$ cat src/rtl/qdec_defs.sv
// Shared constants for the quadrature decoder: forward Gray sequence and filter length limits.
package qdec_defs;

    localparam int FILT_LEN_MIN = 1;
    localparam int FILT_LEN_MAX = 15;
    localparam int FILT_CNT_W   = 4;

    // Forward rotation visits {A,B} = 00 -> 10 -> 11 -> 01 -> 00 (A leads B).
    localparam logic [1:0] QDEC_S0 = 2'b00;
    localparam logic [1:0] QDEC_S1 = 2'b10;
    localparam logic [1:0] QDEC_S2 = 2'b11;
    localparam logic [1:0] QDEC_S3 = 2'b01;

    function automatic logic [1:0] fwd_next(input logic [1:0] s);
        case (s)
            QDEC_S0: fwd_next = QDEC_S1;
            QDEC_S1: fwd_next = QDEC_S2;
            QDEC_S2: fwd_next = QDEC_S3;
            default: fwd_next = QDEC_S0;
        endcase
    endfunction

endpackage

$ cat src/rtl/qdec_filter.sv
// Two-flop synchronizer plus stability filter for one encoder channel.
// Latency: 2 sync cycles + FILT_LEN stable cycles before o_lvl follows the pin.
// Backpressure: none; free-running on every clk edge.
module qdec_filter
    import qdec_defs::*;
#(
    parameter int FILT_LEN = 4
) (
    input  logic clk,
    input  logic rst_n,
    input  logic i_raw,
    output logic o_lvl
);

    localparam int LEN_C = (FILT_LEN < FILT_LEN_MIN) ? FILT_LEN_MIN :
                           (FILT_LEN > FILT_LEN_MAX) ? FILT_LEN_MAX : FILT_LEN;
    localparam logic [FILT_CNT_W-1:0] LAST = FILT_CNT_W'(LEN_C - 1);

    logic [1:0]            r_sync;
    logic [FILT_CNT_W-1:0] r_cnt;
    logic                  r_lvl;

    // Any sample matching the current level restarts the count from zero.
    always_ff @(posedge clk or negedge rst_n) begin
        if (!rst_n) begin
            r_sync <= 2'b00;
            r_cnt  <= '0;
            r_lvl  <= 1'b0;
        end else begin
            r_sync <= {r_sync[0], i_raw};
            if (r_sync[1] != r_lvl) begin
                if (r_cnt == LAST) begin
                    r_lvl <= r_sync[1];
                    r_cnt <= '0;
                end else begin
                    r_cnt <= r_cnt + FILT_CNT_W'(1);
                end
            end else begin
                r_cnt <= '0;
            end
        end
    end

    assign o_lvl = r_lvl;

endmodule

$ cat src/rtl/quad_decoder.sv
// 4x quadrature decoder with filtered inputs; index clear under `QDEC_INDEX_EN.
// Latency: pos_cnt/step update FILT_LEN+3 cycles after a pin edge is first sampled.
// Backpressure: none; step/err are single-cycle pulses, clr overrides everything.
module quad_decoder
    import qdec_defs::*;
#(
    parameter int WIDTH    = 32,
    parameter int FILT_LEN = 4
) (
    input  logic                    clk,
    input  logic                    rst_n,
    input  logic                    enc_a,
    input  logic                    enc_b,
    input  logic                    enc_z,
    input  logic                    clr,
    output logic signed [WIDTH-1:0] pos_cnt,
    output logic                    dir,
    output logic                    step,
    output logic                    err
);

    logic             w_a;
    logic             w_b;
    logic             w_idx;
    logic             w_chg;
    logic             w_dual;
    logic             w_fwd;
    logic [1:0]       r_ab_cur;
    logic [1:0]       r_ab_prev;
    logic [WIDTH-1:0] r_pos;
    logic             r_dir;
    logic             r_step;
    logic             r_err;

    qdec_filter #(.FILT_LEN(FILT_LEN)) u_filt_a (.clk(clk), .rst_n(rst_n), .i_raw(enc_a), .o_lvl(w_a));
    qdec_filter #(.FILT_LEN(FILT_LEN)) u_filt_b (.clk(clk), .rst_n(rst_n), .i_raw(enc_b), .o_lvl(w_b));

`ifdef QDEC_INDEX_EN
    logic w_z;
    logic r_z_cur;
    logic r_z_prev;

    qdec_filter #(.FILT_LEN(FILT_LEN)) u_filt_z (.clk(clk), .rst_n(rst_n), .i_raw(enc_z), .o_lvl(w_z));

    // Z rides the same two-stage pipeline as {A,B} so an index lines up with its step.
    always_ff @(posedge clk or negedge rst_n) begin
        if (!rst_n) begin
            r_z_cur  <= 1'b0;
            r_z_prev <= 1'b0;
        end else begin
            r_z_cur  <= w_z;
            r_z_prev <= r_z_cur;
        end
    end

    assign w_idx = r_z_cur & ~r_z_prev;
`else
    logic w_unused_z;
    assign w_unused_z = enc_z;
    assign w_idx      = 1'b0;
`endif

    assign w_chg  = |(r_ab_cur ^ r_ab_prev);
    assign w_dual = &(r_ab_cur ^ r_ab_prev);
    assign w_fwd  = (r_ab_cur == fwd_next(r_ab_prev));

    always_ff @(posedge clk or negedge rst_n) begin
        if (!rst_n) begin
            r_ab_cur  <= 2'b00;
            r_ab_prev <= 2'b00;
            r_pos     <= '0;
            r_dir     <= 1'b0;
            r_step    <= 1'b0;
            r_err     <= 1'b0;
        end else begin
            r_ab_cur  <= {w_a, w_b};
            r_ab_prev <= r_ab_cur;
            r_step    <= 1'b0;
            r_err     <= 1'b0;
            if (clr) begin
                r_pos <= '0;
            end else if (w_idx) begin
                r_pos <= '0;
                r_err <= w_dual;
            end else if (w_dual) begin
                r_err <= 1'b1;
            end else if (w_chg) begin
                r_step <= 1'b1;
                r_dir  <= w_fwd;
                r_pos  <= w_fwd ? r_pos + WIDTH'(1) : r_pos - WIDTH'(1);
            end
        end
    end

    assign pos_cnt = r_pos;
    assign dir     = r_dir;
    assign step    = r_step;
    assign err     = r_err;

endmodule

$ cat config.mk
export PLATFORM = sky130hd
export DESIGN_NAME = quad_decoder
export DESIGN_NICKNAME = d
export VERILOG_FILES = /design/src/rtl/qdec_defs.sv /design/src/rtl/qdec_filter.sv /design/src/rtl/quad_decoder.sv
export SDC_FILE = /design/constraint.sdc
export NUM_CORES = 1
export LEC_CHECK = 0
export CELL_PAD_IN_SITES_DETAIL_PLACEMENT = 0
export CELL_PAD_IN_SITES_GLOBAL_PLACEMENT = 2
export CORE_UTILIZATION = 32
export DETAILED_ROUTE_END_ITERATION = 10
export PLACE_DENSITY = 0.87
export SLEW_MARGIN = 10
export SYNTH_ARGS = -nofsm -noshare
export SYNTH_HDL_FRONTEND = slang
export SYNTH_HIERARCHICAL = 1
export SYNTH_SLANG_ARGS = --single-unit
$ cat constraint.sdc
create_clock -name clk -period 3.4 [get_ports clk]
set_clock_uncertainty 0.1 [all_clocks]
set_input_delay 1.02 -clock clk [delete_from_list [all_inputs] [get_ports clk]]
set_output_delay 1.02 -clock clk [all_outputs]
set_load 0.01 [all_outputs]
Word-level counts from Yosys, hierarchy flattened --
Index checks and enable logic that the tools add are counted.
Operators by class: add/sub/neg operators 4, multiply operators 0, div/mod/pow operators 0, order comparisons 0, equality and inequality tests 8, shifts and indexed selects 0, multiplexer cells 14, bitwise logic cells 3, reductions and logical operators 8
Operators by type and width (count):
- 2-to-1 mux 32 bit | 4
- adder 32 x 1 -> 32 bit (second input constant) | 1
- subtractor 32 x 1 -> 32 bit (second input constant) | 1
- 2-to-1 mux 4 bit | 4
- adder 4 x 1 -> 4 bit (second input constant) | 2
- equality test 4 x 2 -> 1 bit (second input constant) | 2
- AND reduction 2 bit | 4
- case mux 2 bit (3 select lines) | 1
- 2-to-1 mux 1 bit | 5
- equality test 2 bit (second input constant) | 2
- AND reduction 3 bit | 1
- equality test 2 bit | 1
- logical NOT 2 bit | 1
- inequality test 1 bit | 2
- inequality test 2 bit (second input constant) | 1
- NOT 1 bit | 2
- nonzero test 2 bit | 1
- OR reduction 2 bit | 1
- bitwise XOR 2 bit | 1
Word-level totals: register bits after elaboration 53, bits in latches 0, memory bits (writable) 0, bits in read-only memories 0, bits of input ports 6, output and inout port bits 35, logic and storage cells 49, memories 0

Depth between registers and ports, before layout --
Gate-level depths: netlist (run 1).
depth after elaboration 7, depth in mapped cells 12

Modules after synthesis --
Netlist (run 1), hierarchy kept.
By module, submodules not included:
- quad_decoder | instances 1, cells each 399, area each 3329.4 um2
- qdec_filter | instances 2, cells each 20, area each 287.8 um2

Worst setup path after synthesis (run 1) --
OpenSTA, ideal clock, no wires.
kind reg-to-reg, from reg r_ab_cur[1], to reg r_pos[31], in the netlist pos_cnt[31], setup time 125 ps, arrival 3516 ps, data required time 3175 ps, setup slack -341 ps, cell stages (with the launch flop) 12, buffers on the path 0, cell sequence dfrtp_1 xor2_1 nand2_1 ha_1 a21o_1 a21o_1 a21oi_1 o21ai_1 a221o_1 a21oi_1 mux2i_1 mux2_2
Between the ends: cells in the longest elaborated chain, start to end 5, elaborated cells between the ends (all ways) 11, classes of those cells 2 x eq/ne; 4 x mux; 1 x bitwise; 4 x reduce/logical
Ends and longest elaborated chain:
- start: declaration | RTL line quad_decoder.sv:28 | logic [1:0] r_ab_cur;
- start signal: assignment | RTL line quad_decoder.sv:76 | r_ab_cur <= {w_a, w_b};
- equality test 2 bit | RTL line quad_decoder.sv:65 | assign w_fwd = (r_ab_cur == fwd_next(r_ab_prev));
- 2-to-1 mux 32 bit | RTL line quad_decoder.sv:90 | r_pos <= w_fwd ? r_pos + WIDTH'(1) : r_pos - WIDTH'(1);
- 2-to-1 mux 32 bit | RTL line quad_decoder.sv:87 | end else if (w_chg) begin
- 2-to-1 mux 32 bit | RTL line quad_decoder.sv:85 | end else if (w_dual) begin
- 2-to-1 mux 32 bit | RTL line quad_decoder.sv:80 | if (clr) begin
- end signal: assignment | RTL line quad_decoder.sv:90
- end: declaration | RTL line quad_decoder.sv:30 | logic [WIDTH-1:0] r_pos;
Parallel ways exist; a longest one is shown, timed or not. The select of a mux whose other input is x is not followed. A chain may end at the register's enable or synchronous reset.

Worst setup path in the final report (run 1) --
Ends and elaborated chain as after synthesis.

==> impl_results.md, run 1 <==
* First-pass GRT wire length at 17900 µm
* CP Class: flip-flop to flip-flop
* Worst path max stage delay at 0.44 ns
* Largest net degree at the start of global routing at 30
* Synth top area cells: dfrtp_1, ha_1, a21oi_1
* Grt ovf at 0
* Crit path capture type: flip-flop
* Crit path max fanout at 29
* Site Rows at 39
* CTS root buf: clkbuf_16
* DRT Pass-1 Iters at 4
* Syn Nets at 487
* Final slew viol count at 0
* Clock sink count at 53
* N_diodes at 0
* Synth Instances at 439
* Top_reg_cell synth: dfrtp_1
* Chip width at 112 µm
* Largest family of logic cells by synthesized area: compound AO/OA/AOI/OAI gates
* H-tree level count at 2
* Wire per inst at 15.9 µm
* R2R Path Start: r_ab_cur[1]
* Worst r2r path cells at 12
* Outcome: finished, final reports clean
* Hold crit path type: flip-flop to flip-flop
* Startpoint types: flip-flop
* Hold violation count in the final report at 0
* PortBufs at 39
* Required time worst endpoint at 3.49 ns
* Crit path DAT at 3.34 ns
* Flops & latches, synth at 53
* Clk_lat worst skew at 0.30 ns
* Initial antenna violation count at 0
* Clock transition at path regs at 0.08 ns
* Core area at 0.0117 mm²
* Distinct cells, synth at 56
* Simple-Gate Fraction of Synth Area at 0.186
* FF-to-FF End: pos_cnt[31]
* Xor/xnor share of the synthesized area at 0.0606
* DRC errors left at 0
* Worst hold start: u_filt_a/r_sync[0]
* Register-to-register setup slack at 0.15 ns
* Area leader, netlist: dfrtp_1
* I/O pin total at 41
* Vias in the first global route at 3694
* Max_cap viols at 0
* Cell Chain, Critical Path: xor2_2 -> nand2_2 -> buf_12 -> ha_1 -> a21o_1 -> a21o_1 -> a21oi_1 -> o21ai_1 -> a221o_1 -> a21oi_2 -> mux2i_1 -> mux2_2
* DP HPWL at 7610 µm
* Final worst path period need at 3.25 ns
* Post-route design area at 0.00486 mm²
* Hold Slack at 0.251 ns
* Die area at 0.0126 mm²
* Initial Util at 0.335
* Ys async rst share at 1.00
* Slew at the pin with the worst max-slew slack at 0.630 ns
* CP max stage cell: dfrtp_2
* Setup violations, final at 0
* Maximum clock rate at 308 MHz
* Height of the die at 112 µm
* Adder-Cell Fraction of Synth Area at 0.136
* Vias at 3456
* Fillers at 1188
* WHS Endpoint: u_filt_a/r_sync[1]
* Yosys warning count at 6
* Placed inst area at 0.00466 mm²
* Top cell type's share of synthesized area at 0.340
* Worst hold stages at 0
* Most common cell on crit path: a21o_1
* ANT nets after route at 0
* Avg Inst Size Synth at 8.90 µm²
* Global Route Usage Sum at 0.175
* DR iter-0 viols at 122
* Most frequent cells in the layout: nand2_1, a21oi_1, dfrtp_1
* Seq/Total Area, Yosys at 0.340
* Cell Area, Synth at 0.00390 mm²
* Vias/cell at 5.37
* Post-synth EDFFs at 0
* Final period util at 0.956
* Nets at 547
* Compound-cell area share of the yosys netlist at 0.234
* Headroom to the max-slew limit at 0.580
* Cts bufs inserted at 5
* Post-Route WL at 10200 µm
* Proportion of layout cells with a drive suffix above 1 at 0.140
* Clock tree from TritonCTS: done
* Clock Tree Buf Depth at 2
* Mux share of post-synthesis cell area at 0.0163
* GP Congestion at 0.831
* Synth-to-Final Area Change at 24.4%
worst max-delay path: cells and delay by family, from the launching register on:
family	cells	cell delay (ns)
xor gates and xnor gates	1	0.20
adders and majority gates	1	0.30
AOI/OAI and AO/OA	6	1.23
muxes	2	0.59
buffers and inverters	1	0.18
DFF	1	0.44
and+or+nand+nor	1	0.09
how the worst max path moves through the flow:
stage,from,to,cells past startpoint
floorplan,r_ab_cur[1],pos_cnt[31],11
global placement,r_ab_cur[1],pos_cnt[30],12
detailed placement,r_ab_cur[1],pos_cnt[30],12
CTS,r_ab_cur[1],pos_cnt[30],12
global route,r_ab_cur[1],pos_cnt[30],13
finish,r_ab_cur[1],pos_cnt[31],12
area by class of cell:
class / instances / area [µm²] / area share
Clock inverter: 3 / 28.8 / 0.00593
Inverter: 8 / 30.0 / 0.00618
Sequential cell: 53 / 1330 / 0.273
Multi-Input combinational cell: 358 / 2510 / 0.517
Tap cell: 143 / 179 / 0.0368
Timing Repair Buffer: 73 / 653 / 0.135
Clock buffer: 5 / 125 / 0.0258
sequential cells by signal (all words and copies together) (netlist names):
name and flops:
u_filt_a/o_lvl 1, u_filt_b/o_lvl 1, pos_cnt 32, u_filt_a/r_cnt 4, r_ab_cur 2, u_filt_a/r_sync 2
dir 1, step 1, u_filt_b/r_sync 2, r_ab_prev 2, u_filt_b/r_cnt 4, err 1
kinds of logic after synthesis:
family	after synthesis
multiplexers	6
adder cells (fa/ha/maj)	42
XOR/XNOR	27
buffers and inverters	28
flip-flops	53
AND/OR/NAND/NOR	145
AO/OA/AOI/OAI	138
layer usage:
metal  vias to the layer above  wire, µm  global-route usage
met5                         -         0                   0
li1                       1740         -                   -
met4                         0       174              0.0480
met3                        14       287              0.0248
met2                        68      4930               0.302
met1                      1634      4840               0.229
synth_stat cells (2+ instances only):
| library cell | number |
|---|---|
| o211ai_1 | 3 |
| nor2b_1 | 11 |
| and3_1 | 3 |
| a31oi_1 | 10 |
| a2111oi_2 | 2 |
| nor3_1 | 11 |
| a21o_1 | 11 |
| xor2_1 | 10 |
| and4_1 | 2 |
| clkbuf_1 | 18 |
| xnor2_1 | 17 |
| o21bai_1 | 5 |
| nor4_1 | 2 |
| nor3b_2 | 2 |
| a211o_1 | 2 |
| nor2_1 | 20 |
| o21a_1 | 5 |
| inv_1 | 8 |
| nand3b_1 | 2 |
| o21ai_1 | 3 |
| nand3_1 | 15 |
| nand4_1 | 8 |
| ha_1 | 41 |
| a211oi_1 | 5 |
| dfrtp_1 | 53 |
| and4_4 | 2 |
| nand2b_1 | 2 |
| or3_1 | 3 |
| buf_1 | 2 |
| a21oi_1 | 57 |
| o22ai_1 | 5 |
| o2111ai_1 | 2 |
| mux2_2 | 3 |
| a311oi_1 | 2 |
| o21ai_0 | 14 |
| mux2i_1 | 3 |
| nand2_1 | 56 |
what timing repair did:
item | 4_1_cts | 5_1_grt
resized for setup | 0 | 7
setup endpoints to repair | 0 | 8
hold buffers | 0 | 0
setup buffers | 0 | 1
metrics by stage:
stage | cells | utilization | setup TNS [ns] | setup WS (ns)
5_1_grt | 643 | 0.416 | -0.0235 | -0.0117
3_5_place_dp | 634 | 0.400 | 0 | 0.0615
2_1_floorplan | 439 | - | 0 | 0.0168
3_3_place_gp | 634 | 0.400 | 0 | 0.0490
6_report | 643 | 0.416 | 0 | 0.150
4_1_cts | 642 | 0.413 | 0 | 0.0363
Power of run 1 is not shown: default switching activity piles up to over one toggle a cycle in this logic, so the estimate is an artifact.
==> inputs of run 2 (changes only) <==
--- a/config.mk
+++ b/config.mk
@@ -7,6 +7,7 @@
 export LEC_CHECK = 0
 export CELL_PAD_IN_SITES_DETAIL_PLACEMENT = 0
 export CELL_PAD_IN_SITES_GLOBAL_PLACEMENT = 2
+export CORE_ASPECT_RATIO = 2
 export CORE_UTILIZATION = 32
 export DETAILED_ROUTE_END_ITERATION = 10
 export PLACE_DENSITY = 0.87
==> constraint.sdc (replaced) <==
create_clock -name clk -period 3.4 [get_ports clk]
set_clock_uncertainty 0.1 [all_clocks]
set_input_delay 0.68 -clock clk [delete_from_list [all_inputs] [get_ports clk]]
set_output_delay 0.68 -clock clk [all_outputs]
set_load 0.01 [all_outputs]
==> run 2 against run 1 <==
Fmax is 0.27% lower. Clock-buffer cell count is the same. Design area increased by 3.2%. Worst hold slack better by 0.0084 ns. Critical endpoint is now pos_cnt[29]. Setup slack got worse by 0.0089 ns. Critical path depth is the same. Highest routed layer unchanged. Die area up 0.21%. Flip-flop and latch count did not move. Sequential share of layout area down 0.88 points.
==> impl_results.md, run 2 (synthesis results as in run 1) <==
* Final period util at 0.959 (+0.00261)
* Crit path DAT at 3.36 ns (+0.02 ns)
* Max_cap viols at 0 (unchanged)
* Clock sink count at 53 (unchanged)
* CP top delay family: simple AND/OR/NAND/NOR gates
* Chip width at 80.1 µm (-29%)
* Vias/cell at 5.52 (+2.7%)
* Commonest non-fill, non-tap cell in the layout: nand2_1
* I/O pin total at 41 (unchanged)
* Vias in the first global route at 3742 (+1.3%)
* Setup TNS at 0 ns (unchanged)
* Final slew viol count at 0 (unchanged)
* Core area at 0.0118 mm² (+0.93%)
* Headroom to the max-slew limit at 0.532 (-0.0483)
* PortBufs at 39 (unchanged)
* Site Rows at 56 (+44%)
* FF/Latch Area at 0.00133 mm² (about the same)
* CP max stage cell: or4_4
* Nets at 561 (+2.6%)
* Height of the die at 158 µm (+41%)
* CTS root buf: clkbuf_16
* Clock Tree Buf Depth at 2 (unchanged)
* Clk_lat worst skew at 0.30 ns (about the same)
* Fillers at 1173 (-1.3%)
* Hold crit path type: flip-flop to flip-flop
* Crit path capture type: flip-flop
* Vias at 3637 (+5.2%)
* Most frequent cells in the layout: nand2_1, a21oi_1, dfrtp_1
* Clock tree from TritonCTS: done
* Post-Route WL at 11200 µm (+9.8%)
* Hold violation count in the final report at 0 (unchanged)
* DR iter-0 viols at 147 (+20%)
* Worst path max stage delay at 0.60 ns (+0.16 ns)
* H-tree level count at 2 (unchanged)
* ANT nets after route at 0 (unchanged)
* R2R Path Start: r_ab_cur[1]
* Crit path max fanout at 6 (-79%)
* Max reg flops at 32 (unchanged)
* First-pass GRT wire length at 17900 µm (-0.15%)
* Maximum clock rate at 307 MHz (-0.27%)
* Outcome: finished, final reports clean
* Proportion of layout cells with a drive suffix above 1 at 0.167 (+0.0273)
* DRC errors left at 0 (unchanged)
* Cell Chain, Critical Path: xor2_2 -> nand2_4 -> buf_12 -> ha_1 -> buf_4 -> o21a_1 -> o211ai_1 -> or4_4 -> and3_4 -> o211a_1 -> nor2b_1 -> o31ai_1
* Worst r2r path cells at 12 (unchanged)
* Clock transition at path regs at 0.08 ns (about the same)
* Final worst path period need at 3.26 ns (+0.00887 ns)
* Global Route Usage Sum at 0.184 (+0.00906)
* Wire per inst at 17.0 µm (+7.1%)
* Footprint of the multi-input gates at 0.00253 mm² (+0.85%)
* Grt ovf at 0 (unchanged)
* Cts bufs inserted at 5 (unchanged)
* Setup violations, final at 0 (unchanged)
* N_diodes at 0 (unchanged)
* Slew at the pin with the worst max-slew slack at 0.702 ns (+0.0724 ns)
* DP HPWL at 8360 µm (+9.9%)
* Die area at 0.0127 mm² (+0.21%)
* Synth-to-Final Area Change at 28.4%
* CP Class: flip-flop to flip-flop
* Crit path to: pos_cnt[29]
* Register-to-register setup slack at 0.14 ns (about the same)
* Initial antenna violation count at 0 (unchanged)
* Initial Util at 0.332 (-0.00310)
* DRT Pass-1 Iters at 5 (+1)
* Post-CTS Hold Buffers at 0 (unchanged)
* Largest net degree at the start of global routing at 54 (+80%)
* FF-to-FF End: pos_cnt[29]
* Levels on crit path at 12 (unchanged)
* Post-CTS setup buffer count at 0 (unchanged)
* Required time worst endpoint at 3.50 ns (about the same)
* GP Congestion at 0.912 (+9.8%)
* CP startpoint: r_ab_cur[1]
* CP bufs+invs at 2 (+1)
* Startpoint types: flip-flop
[run 2: how the worst min path moves through the flow]
stage / depth (start not counted) / to / from / slack, ns
6_report: 0 / u_filt_a/r_sync[1] / u_filt_a/r_sync[0] / 0.26
5_1_grt: 0 / u_filt_a/r_sync[1] / u_filt_a/r_sync[0] / 0.27
4_1_cts: 0 / u_filt_a/r_sync[1] / u_filt_a/r_sync[0] / 0.26
3_5_place_dp: 0 / u_filt_a/r_sync[1] / u_filt_a/r_sync[0] / 0.24
3_3_place_gp: 0 / u_filt_a/r_sync[1] / u_filt_a/r_sync[0] / 0.23
2_1_floorplan: 0 / u_filt_a/r_sync[1] / u_filt_a/r_sync[0] / 0.23
[run 2: repair_timing]
item                                    4_1_cts  5_1_grt
endpoints found under the setup margin        1       11
gates resized for setup                       1       11
cloned                                        0        0
pin swaps                                     0        4
[run 2: area by class of cell]
cell class                 instances  area share
tap                              145      0.0362
sequential                        53       0.265
clock buffer                       5      0.0250
inverter                           8     0.00599
clock inverter                     3     0.00999
multi-input combinational        358       0.505
timing repair buffer              87       0.153
[run 2: stage by stage]
step	cells	hold slack [ns]	utilization	area, µm²	worst slack, ns
floorplan	439	0.231	-	3910	0.0168
global placement	651	0.234	0.406	4770	0.0237
detailed placement	651	0.244	0.406	4770	0.00145
CTS	659	0.262	0.421	4950	0.000853
global route	659	0.270	0.426	5010	-0.00207
finish	659	0.259	0.426	5010	0.141
[run 2: worst reg2reg max path: stages (launching register included)]
cell and delay (ns):
dfrtp_1 0.41, xor2_2 0.24, nand2_4 0.13, buf_12 0.16, ha_1 0.30, buf_4 0.13
o21a_1 0.11, o211ai_1 0.13, or4_4 0.60, and3_4 0.23, o211a_1 0.26, nor2b_1 0.14
o31ai_1 0.24
[run 2: routing by layer]
layer,vias up,track usage,share of wire
li1,1754,-,-
met1,1750,0.184,0.36
met2,97,0.354,0.56
met3,36,0.0144,0.031
met4,0,0.116,0.045
met5,-,0,0
Power of run 2 is left out for the same reason.
